===== src/rtl/ascon_pkg.sv =====
// Shared widths and the release FSM state type for the Ascon plaintext release path.
package ascon_pkg;
  localparam int BLOCK_W = 128;
  localparam int BYTES_W = 5;
  localparam int TAG_W   = 128;

  typedef enum logic [2:0] {
    IDLE     = 3'd0,
    COLLECT  = 3'd1,
    WAIT_TAG = 3'd2,
    COMPARE  = 3'd3,
    RELEASE  = 3'd4,
    DISCARD  = 3'd5
  } state_t;
endpackage


===== src/rtl/ascon_block_fifo.sv =====
// Circular block store (data, valid byte count, last flag) with clear and per-entry zeroize.
module ascon_block_fifo
  import ascon_pkg::*;
#(
  parameter int DEPTH = 4
) (
  input  logic                       clk,
  input  logic                       rst,
  input  logic                       clear,
  input  logic                       push,
  input  logic [BLOCK_W-1:0]         push_data,
  input  logic [BYTES_W-1:0]         push_bytes,
  input  logic                       push_last,
  input  logic                       pop,
  output logic [BLOCK_W-1:0]         head_data,
  output logic [BYTES_W-1:0]         head_bytes,
  output logic                       head_last,
  output logic                       full,
  output logic                       empty,
  output logic [$clog2(DEPTH):0]     count,
  input  logic                       zero_en,
  input  logic [$clog2(DEPTH)-1:0]   zero_idx
);
  localparam int PTR_W = $clog2(DEPTH);
  localparam logic [PTR_W-1:0] LAST_IDX = PTR_W'(DEPTH - 1);
  localparam logic [PTR_W:0]   FULL_CNT = (PTR_W + 1)'(DEPTH);
  localparam logic [PTR_W:0]   ONE_CNT  = (PTR_W + 1)'(1);

  logic [BLOCK_W-1:0] data_mem  [DEPTH];
  logic [BYTES_W-1:0] bytes_mem [DEPTH];
  logic               last_mem  [DEPTH];

  logic [PTR_W-1:0] wr_ptr_q, rd_ptr_q;
  logic [PTR_W:0]   count_q;

  // Explicit wrap so non-power-of-two depths stay inside the array.
  function automatic logic [PTR_W-1:0] next_ptr(input logic [PTR_W-1:0] p);
    return (p == LAST_IDX) ? '0 : p + PTR_W'(1);
  endfunction

  always_ff @(posedge clk) begin
    if (zero_en) begin
      data_mem[zero_idx]  <= '0;
      bytes_mem[zero_idx] <= '0;
      last_mem[zero_idx]  <= 1'b0;
    end else if (push) begin
      data_mem[wr_ptr_q]  <= push_data;
      bytes_mem[wr_ptr_q] <= push_bytes;
      last_mem[wr_ptr_q]  <= push_last;
    end
  end

  always_ff @(posedge clk or posedge rst) begin
    if (rst) begin
      wr_ptr_q <= '0;
      rd_ptr_q <= '0;
      count_q  <= '0;
    end else if (clear) begin
      wr_ptr_q <= '0;
      rd_ptr_q <= '0;
      count_q  <= '0;
    end else begin
      if (push) wr_ptr_q <= next_ptr(wr_ptr_q);
      if (pop)  rd_ptr_q <= next_ptr(rd_ptr_q);
      case ({push, pop})
        2'b10:   count_q <= count_q + ONE_CNT;
        2'b01:   count_q <= count_q - ONE_CNT;
        default: count_q <= count_q;
      endcase
    end
  end

  assign head_data  = data_mem[rd_ptr_q];
  assign head_bytes = bytes_mem[rd_ptr_q];
  assign head_last  = last_mem[rd_ptr_q];
  assign full       = (count_q == FULL_CNT);
  assign empty      = (count_q == '0);
  assign count      = count_q;
endmodule


===== src/rtl/ascon_plaintext_release.sv =====
// Holds decrypted blocks until the tag compare passes, then releases them; drops them on mismatch.
// Define ASCON_RELEASE_ZEROIZE_EN to scrub every buffer entry before returning to IDLE on discard.
module ascon_plaintext_release
  import ascon_pkg::*;
#(
  parameter int DEPTH = 4
) (
  input  logic               clk,
  input  logic               rst,
  input  logic               pt_valid,
  output logic               pt_ready,
  input  logic [BLOCK_W-1:0] pt_data,
  input  logic [BYTES_W-1:0] pt_bytes,
  input  logic               pt_last,
  input  logic               tag_valid,
  input  logic [TAG_W-1:0]   tag,
  input  logic               exp_tag_valid,
  input  logic [TAG_W-1:0]   exp_tag,
  output logic               out_valid,
  input  logic               out_ready,
  output logic [BLOCK_W-1:0] out_data,
  output logic [BYTES_W-1:0] out_bytes,
  output logic               out_last,
  output logic               auth_done,
  output logic               auth_ok,
  output logic               err_overflow,
  output state_t             dbg_state
);
  // Handshakes: a beat transfers on a rising edge where valid and ready are both 1;
  // the source holds data stable while valid=1 and ready=0.
  localparam int PTR_W = $clog2(DEPTH);

  state_t state_q, state_d;

  logic [TAG_W-1:0] tag_q, exp_tag_q;
  logic             tag_seen_q, exp_seen_q;
  logic             auth_ok_q;
  logic             tags_ready, tags_match;

  logic             pt_ready_c, out_valid_c;
  logic             fifo_push, fifo_pop, fifo_clear, zero_en;
  logic [PTR_W-1:0] zero_idx;
  logic             fifo_full, fifo_empty;
  logic [PTR_W:0]   fifo_count;
  logic [BLOCK_W-1:0] head_data;
  logic [BYTES_W-1:0] head_bytes;
  logic               head_last;

  ascon_block_fifo #(.DEPTH(DEPTH)) u_fifo (
    .clk        (clk),
    .rst        (rst),
    .clear      (fifo_clear),
    .push       (fifo_push),
    .push_data  (pt_data),
    .push_bytes (pt_bytes),
    .push_last  (pt_last),
    .pop        (fifo_pop),
    .head_data  (head_data),
    .head_bytes (head_bytes),
    .head_last  (head_last),
    .full       (fifo_full),
    .empty      (fifo_empty),
    .count      (fifo_count),
    .zero_en    (zero_en),
    .zero_idx   (zero_idx)
  );

  // A strobe arriving this cycle counts as latched for the next-state decision.
  assign tags_ready = (tag_seen_q | tag_valid) & (exp_seen_q | exp_tag_valid);
  assign tags_match = (tag_q == exp_tag_q);

  always_ff @(posedge clk or posedge rst) begin
    if (rst) begin
      tag_q      <= '0;
      exp_tag_q  <= '0;
      tag_seen_q <= 1'b0;
      exp_seen_q <= 1'b0;
    end else if (state_q == IDLE) begin
      tag_seen_q <= 1'b0;
      exp_seen_q <= 1'b0;
    end else begin
      if (tag_valid) begin
        tag_q      <= tag;
        tag_seen_q <= 1'b1;
      end
      if (exp_tag_valid) begin
        exp_tag_q  <= exp_tag;
        exp_seen_q <= 1'b1;
      end
    end
  end

`ifdef ASCON_RELEASE_ZEROIZE_EN
  logic [PTR_W-1:0] zero_idx_q;
  always_ff @(posedge clk or posedge rst) begin
    if (rst)                     zero_idx_q <= '0;
    else if (state_q == DISCARD) zero_idx_q <= zero_idx_q + PTR_W'(1);
    else                         zero_idx_q <= '0;
  end
  assign zero_idx = zero_idx_q;
`else
  assign zero_idx = '0;
`endif

  always_ff @(posedge clk or posedge rst) begin
    if (rst) state_q <= IDLE;
    else     state_q <= state_d;
  end

  always_comb begin
    state_d      = state_q;
    pt_ready_c   = 1'b0;
    out_valid_c  = 1'b0;
    fifo_push    = 1'b0;
    fifo_pop     = 1'b0;
    fifo_clear   = 1'b0;
    zero_en      = 1'b0;
    auth_done    = 1'b0;
    err_overflow = 1'b0;
    case (state_q)
      IDLE: begin
        pt_ready_c = 1'b1;
        if (pt_valid) begin
          fifo_push = 1'b1;
          state_d   = pt_last ? WAIT_TAG : COLLECT;
        end
      end
      COLLECT: begin
        if (fifo_full) begin
          err_overflow = 1'b1;
          state_d      = DISCARD;
        end else begin
          pt_ready_c = 1'b1;
          if (pt_valid) begin
            fifo_push = 1'b1;
            if (pt_last) state_d = tags_ready ? COMPARE : WAIT_TAG;
          end
        end
      end
      WAIT_TAG: begin
        if (tags_ready) state_d = COMPARE;
      end
      COMPARE: begin
        auth_done = 1'b1;
        state_d   = tags_match ? RELEASE : DISCARD;
      end
      RELEASE: begin
        out_valid_c = !fifo_empty;
        if (out_valid_c && out_ready) begin
          fifo_pop = 1'b1;
          if (fifo_count == (PTR_W + 1)'(1)) state_d = IDLE;
        end
      end
      DISCARD: begin
`ifdef ASCON_RELEASE_ZEROIZE_EN
        zero_en = 1'b1;
        if (zero_idx == PTR_W'(DEPTH - 1)) begin
          fifo_clear = 1'b1;
          state_d    = IDLE;
        end
`else
        fifo_clear = 1'b1;
        state_d    = IDLE;
`endif
      end
      default: state_d = IDLE;
    endcase
  end

  // auth_ok reflects the live compare during COMPARE, then holds until a new message starts.
  always_ff @(posedge clk or posedge rst) begin
    if (rst)                              auth_ok_q <= 1'b0;
    else if (state_q == COMPARE)          auth_ok_q <= tags_match;
    else if (state_q == IDLE && pt_valid) auth_ok_q <= 1'b0;
  end

  assign auth_ok   = (state_q == COMPARE) ? tags_match : auth_ok_q;
  assign pt_ready  = pt_ready_c & ~rst;
  assign out_valid = out_valid_c;
  assign out_data  = out_valid_c ? head_data  : '0;
  assign out_bytes = out_valid_c ? head_bytes : '0;
  assign out_last  = out_valid_c ? head_last  : 1'b0;
  assign dbg_state = state_q;
endmodule


===== config.mk =====
export PLATFORM = sky130hd
export DESIGN_NAME = ascon_plaintext_release
export DESIGN_NICKNAME = d
export VERILOG_FILES = /design/src/rtl/ascon_pkg.sv /design/src/rtl/ascon_block_fifo.sv /design/src/rtl/ascon_plaintext_release.sv
export SDC_FILE = /design/constraint.sdc
export NUM_CORES = 1
export LEC_CHECK = 0
export CAP_MARGIN = 0
export CORE_UTILIZATION = 45
export DETAILED_ROUTE_END_ITERATION = 8
export PLACE_DENSITY = 0.78
export SLEW_MARGIN = 20
export SYNTH_ARGS = -nofsm -noshare
export SYNTH_HDL_FRONTEND = slang
export SYNTH_SLANG_ARGS = --single-unit

===== constraint.sdc =====
create_clock -name clk -period 15.7 [get_ports clk]
set_input_delay 4.71 -clock clk [delete_from_list [all_inputs] [get_ports clk]]
set_output_delay 4.71 -clock clk [all_outputs]
set_load 0.02 [all_outputs]

* Word level (Yosys, flattened, before mapping)
Memory sizes are Yosys's and may differ from the RTL's.
Index checks and enable logic that the tools add are counted.
** Operators by class
- Bitwise logic cells :: 6
- Equal/unequal tests :: 18
- $add $sub $neg :: 4
- Reductions and logical operators :: 14
- Mux-type cells :: 43
** Operators by type and width (count)
- $eq 128x128->1 :: 1
- $mux 128 :: 1
- $mux 3 :: 8
- $mux 1 :: 22
- $pmux 3 s5 :: 1
- $mux 2 :: 7
- $reduce_bool 2->1 :: 5
- $eq 3x3->1 const B :: 3
- $ne 2x2->1 const B :: 4
- $eq 2x2->1 const B :: 3
- $eq 3x1->1 const B :: 2
- $eq 3x2->1 const B :: 2
- $logic_not 3->1 :: 2
- $ne 3x3->1 const B :: 2
- $pmux 3 s2 :: 1
- $reduce_and 6->1 :: 1
- $mux 5 :: 1
- $add 2x1->2 const B :: 2
- $pmux 1 s2 :: 2
- $reduce_and 2->1 :: 2
- $add 3x1->3 const B :: 1
- $reduce_bool 3->1 :: 1
- $sub 3x1->3 const B :: 1
- $and 1x1->1 :: 2
- other kinds (5) :: 8
** Storage, ports and cells
- Word-level logic and storage cells :: 97
- Bits of input ports :: 396
- Register bits :: 269
- Memories :: 3
- RAM bits :: 536
** Memory list
- u_fifo.data_mem :: words 4, width 128, rd ports 1, clocked after memory_dff 0, write ports 1, line ascon_block_fifo.sv:29 : logic [BLOCK_W-1:0] data_mem [DEPTH];
- u_fifo.bytes_mem :: words 4, width 5, rd ports 1, clocked after memory_dff 0, write ports 1, line ascon_block_fifo.sv:30 : logic [BYTES_W-1:0] bytes_mem [DEPTH];
- u_fifo.last_mem :: words 4, width 1, rd ports 1, clocked after memory_dff 0, write ports 1, line ascon_block_fifo.sv:31 : logic last_mem [DEPTH];

* Logic depth before layout (Yosys ltp)
- Depth after elaboration :: 8
- Gate-level depth with buffers :: 8
- Mapped depth without buffers :: 8

* By module
From an unflattened synthesis, not the netlist that was laid out.
** Second synthesis, totals
- Cells, all modules :: 1810
- Area total of the unflattened synthesis :: 33966.3 sq um
** Modules (own cells, without submodules)
- ascon_block_fifo :: cells each 896, area an instance 20659.8 sq um, instances 1, seq. area each 16270.6 sq um
- ascon_plaintext_release :: cells each 914, area an instance 13306.5 sq um, instances 1, seq. area each 6556.3 sq um

* Worst setup path after synthesis
No wires, ideal clock.
- Kind :: input port to output port
- From :: in rst
- To :: out pt_ready
- Setup slack :: 0.026 ns
- Path buffers :: 0
- Arrival time :: 10.964 ns
- Data required time :: 10.990 ns
- Stages :: 2
- Cell sequence :: inv_1 -> and2_1
** On the way
- Word-level cells in the longest chain between the ends :: 2
** Ends and longest elaborated chain
- from (decl) :: line ascon_plaintext_release.sv:9 : input logic rst,
- $not 1->1 :: line ascon_plaintext_release.sv:178 : assign pt_ready = pt_ready_c & ~rst;
- $and 1x1->1 :: line ascon_plaintext_release.sv:178
- to (decl) :: line ascon_plaintext_release.sv:11 : output logic pt_ready,
Every way passes these cells.

* Worst setup path after layout
Same ends and word-level chain as after synthesis.

==> flow_metrics.py <==
metrics = {
    "timing": {
        "skew_ns": 0.0267,
        "hold_ws_ns": 0.506,
        "finalSetupViolCount": 0,
        "tns_ns": 0,
        "max_freq_mhz": 88.9,
        "hold_violations": 0,
        "tightest_slew_ns": 1.08,
        "rsz0062_at_grt": "false",
        "period_needed_ns": 11.25,
        "post-route-period-util_pct": 71.7,
        "relSlewSlack_pct": 28.0,
        "maxSlewViolCount": 0,
    },
    "floorplan": {
        "initial_core_util_pct": 45.6,
        "die_w_um": 269,
        "pin_count": 538,
        "dieArea_mm2": 0.0721,
        "core_area_mm2": 0.0701,
        "rows": 97,
        "fp.dieH_um": 269,
    },
    "finish": {
        "nets": 2631,
        "syn_to_final_growth_pct": 28.4,
        "final_common_cell": "clkdlybuf4s50_1",
        "layout_common_cells": "clkdlybuf4s50_1 (537), edfxtp_1 (536), dfrtp_1 (267), mux2_2 (175), and2_1 (137)",
        "drive_gt1_share_pct": 20.2,
    },
    "cts": {
        "clock-sinks": 805,
        "clock_latency_ns": 0.64,
        "holdBufCountCts": 0,
        "post_cts_buffers": 0,
        "numCtsBuffers": 83,
        "root_buffer": "clkbuf_16",
        "ctsResizeCount": 0,
        "clk_pin_slew_ns": 0.06,
        "cts_tree": "yes",
        "cts.htree.levels": 3,
        "cts_buffer_depth": 3,
    },
    "synthesis": {
        "ys_ff_latch": 805,
        "async_reset_ff_share_pct": 33.4,
        "avgSynthCellArea_um2": 19.2,
        "syn_nets": 2067,
        "yosysWarnings": 0,
        "synth-main-ff-cell": "edfxtp_1",
        "netlist_area_mm2": 0.0320,
        "ys_seq_area_share_pct": 71.4,
        "syn_inst": 1662,
        "synth_cell_types": 40,
        "synth_edf_count": 536,
    },
    "placed_design": {
        "gp_congestion": 0.812,
        "port_buffers": 537,
        "dp_hpwl_mm": 48.8,
    },
    "setup_path": {
        "critical_path_class": "primary input to output pin",
        "required_ns": 10.99,
        "cp-start-kind": "primary input",
        "worstPathArrival_ns": 6.54,
        "path_max_fanout": 70,
        "worstSetupEndpointType": "output pin",
    },
    "detailed_routing": {
        "via_per_inst": 5.24,
        "wl_per_cell_um": 23.1,
        "dr.first_iter.drc_count": 946,
        "routed_wl_mm": 75.2,
        "drcViolationCount": 0,
        "vias": 17100,
        "first_pass_iters": 4,
        "ant_nets": 0,
    },
    "outcome": {
        "status": "finished, final reports clean",
    },
    "global_route": {
        "global_route.overflow_total": 0,
        "grt_pass1_wl_mm": 110,
        "grt_usage_pct": 20.5,
        "grt_pass1_vias": 18400,
        "grt_max_degree": 111,
        "antenna_found_initial": 31,
    },
    "power_and_ir_drop": {
        "p_leak_nw": 14.4,
        "ir_worst_vdd_mv": 0.164,
        "power.total_mw": 6.88,
        "power.density_mw_per_mm2": 168,
    },
    "worst_hold_path": {
        "hp-class": "register to register",
    },
    "job": {
        "cap_violations": 0,
    },
}
## layer usage
metal | global-route usage, % | part of all wire [%]
met1 | 24.2 | 37
met4 | 8.71 | 3.4
met5 | 0 | 0.20
met3 | 7.54 | 8.7
met2 | 33.6 | 50
## flip-flops by register name, summed over array words and instances (netlist names), 2 cells and up
register	cells
dbg_state	3
exp_tag_q	128
tag_q	128
u_fifo.bytes_mem	20
u_fifo.count	3
u_fifo.data_mem	512
u_fifo.last_mem	4
u_fifo.rd_ptr_q	2
u_fifo.wr_ptr_q	2
## final timing paths
path,slack [ns],cells past startpoint,startpoint,to
setup / recovery,4.45,4,rst,pt_ready
hold / removal,0.51,2,exp_seen_q,exp_seen_q
setup reg to reg,11.99,6,u_fifo.count[0],u_fifo.bytes_mem[0][3]
hold reg to reg,0.51,2,exp_seen_q,exp_seen_q
max in group asynchronous,9.15,4,rst,tag_q[56]
min in group asynchronous,4.55,2,rst,tag_q[116]
## final cells by class
type,instances,area (µm²)
multi-input combinational,773,8700
clock buffer,109,2260
clock inverter,41,418
antenna,22,55.1
inverter,6,30.0
sequential,805,22800
tap,940,1180
fill,5137,29100
timing repair buffer,557,5570
## kinds of logic (layout without fill, tap and decap cells)
family                   after synthesis  after routing  synth area share [%]
AO/OA/AOI/OAI                         20             20                 0.485
XOR/XNOR                             130            130                  3.56
adder cells (fa/ha/maj)                9              9                 0.352
buffers and inverters                 84            713                  1.54
flip-flops                           805            805                  71.4
multiplexers                         391            391                  18.5
other                                  0             22                     0
AND/OR/NAND/NOR                      223            223                  4.17
## stage by stage
step / std cells / area [µm²] / setup WS, ns / util, %
floorplan: 1662 / 32000 / 0.0258 / -
global placement: 3080 / 38300 / 4.46 / 54.5
detailed placement: 3080 / 38300 / 4.42 / 54.5
CTS: 3230 / 40900 / 4.41 / 58.4
global route: 3248 / 41000 / 4.29 / 58.5
finish: 3253 / 41000 / 4.45 / 58.5
## worst max-delay path, cell delays in order
cell and delay (ns):
clkdlybuf4s50_1 0.50, inv_8 0.39, and2_1 0.22, clkdlybuf4s50_1 0.67
## cell usage after synthesis (2+ instances only)
| library cell | count | area [µm²] |
|---|---|---|
| and3_1 | 4 | 25.0 |
| dfrtp_1 | 269 | 6730 |
| and2_1 | 137 | 857 |
| mux2_2 | 175 | 1970 |
| buf_6 | 7 | 78.8 |
| a21oi_1 | 8 | 40.0 |
| mux4_2 | 134 | 3020 |
| nand2_1 | 13 | 48.8 |
| inv_1 | 6 | 22.5 |
| buf_4 | 26 | 195 |
| nand4_1 | 8 | 50.1 |
| edfxtp_1 | 536 | 16100 |
| nor3_1 | 5 | 25.0 |
| clkbuf_1 | 23 | 86.3 |
| nor2b_1 | 3 | 18.8 |
| nor2_1 | 11 | 41.3 |
| nand3_1 | 2 | 10.0 |
| xor2_1 | 129 | 1130 |
| ha_1 | 9 | 113 |
| buf_2 | 22 | 110 |
| mux2_1 | 81 | 912 |
| a211oi_1 | 2 | 15.0 |
| nor4_1 | 34 | 213 |
| nand2b_1 | 2 | 12.5 |
## report_power, final
group / switching (mW) / internal (mW)
clock: 0.831 / 1.08
sequential: 0.321 / 2.84
combinational: 0.860 / 0.956
Power figures use the tool's default switching activity.
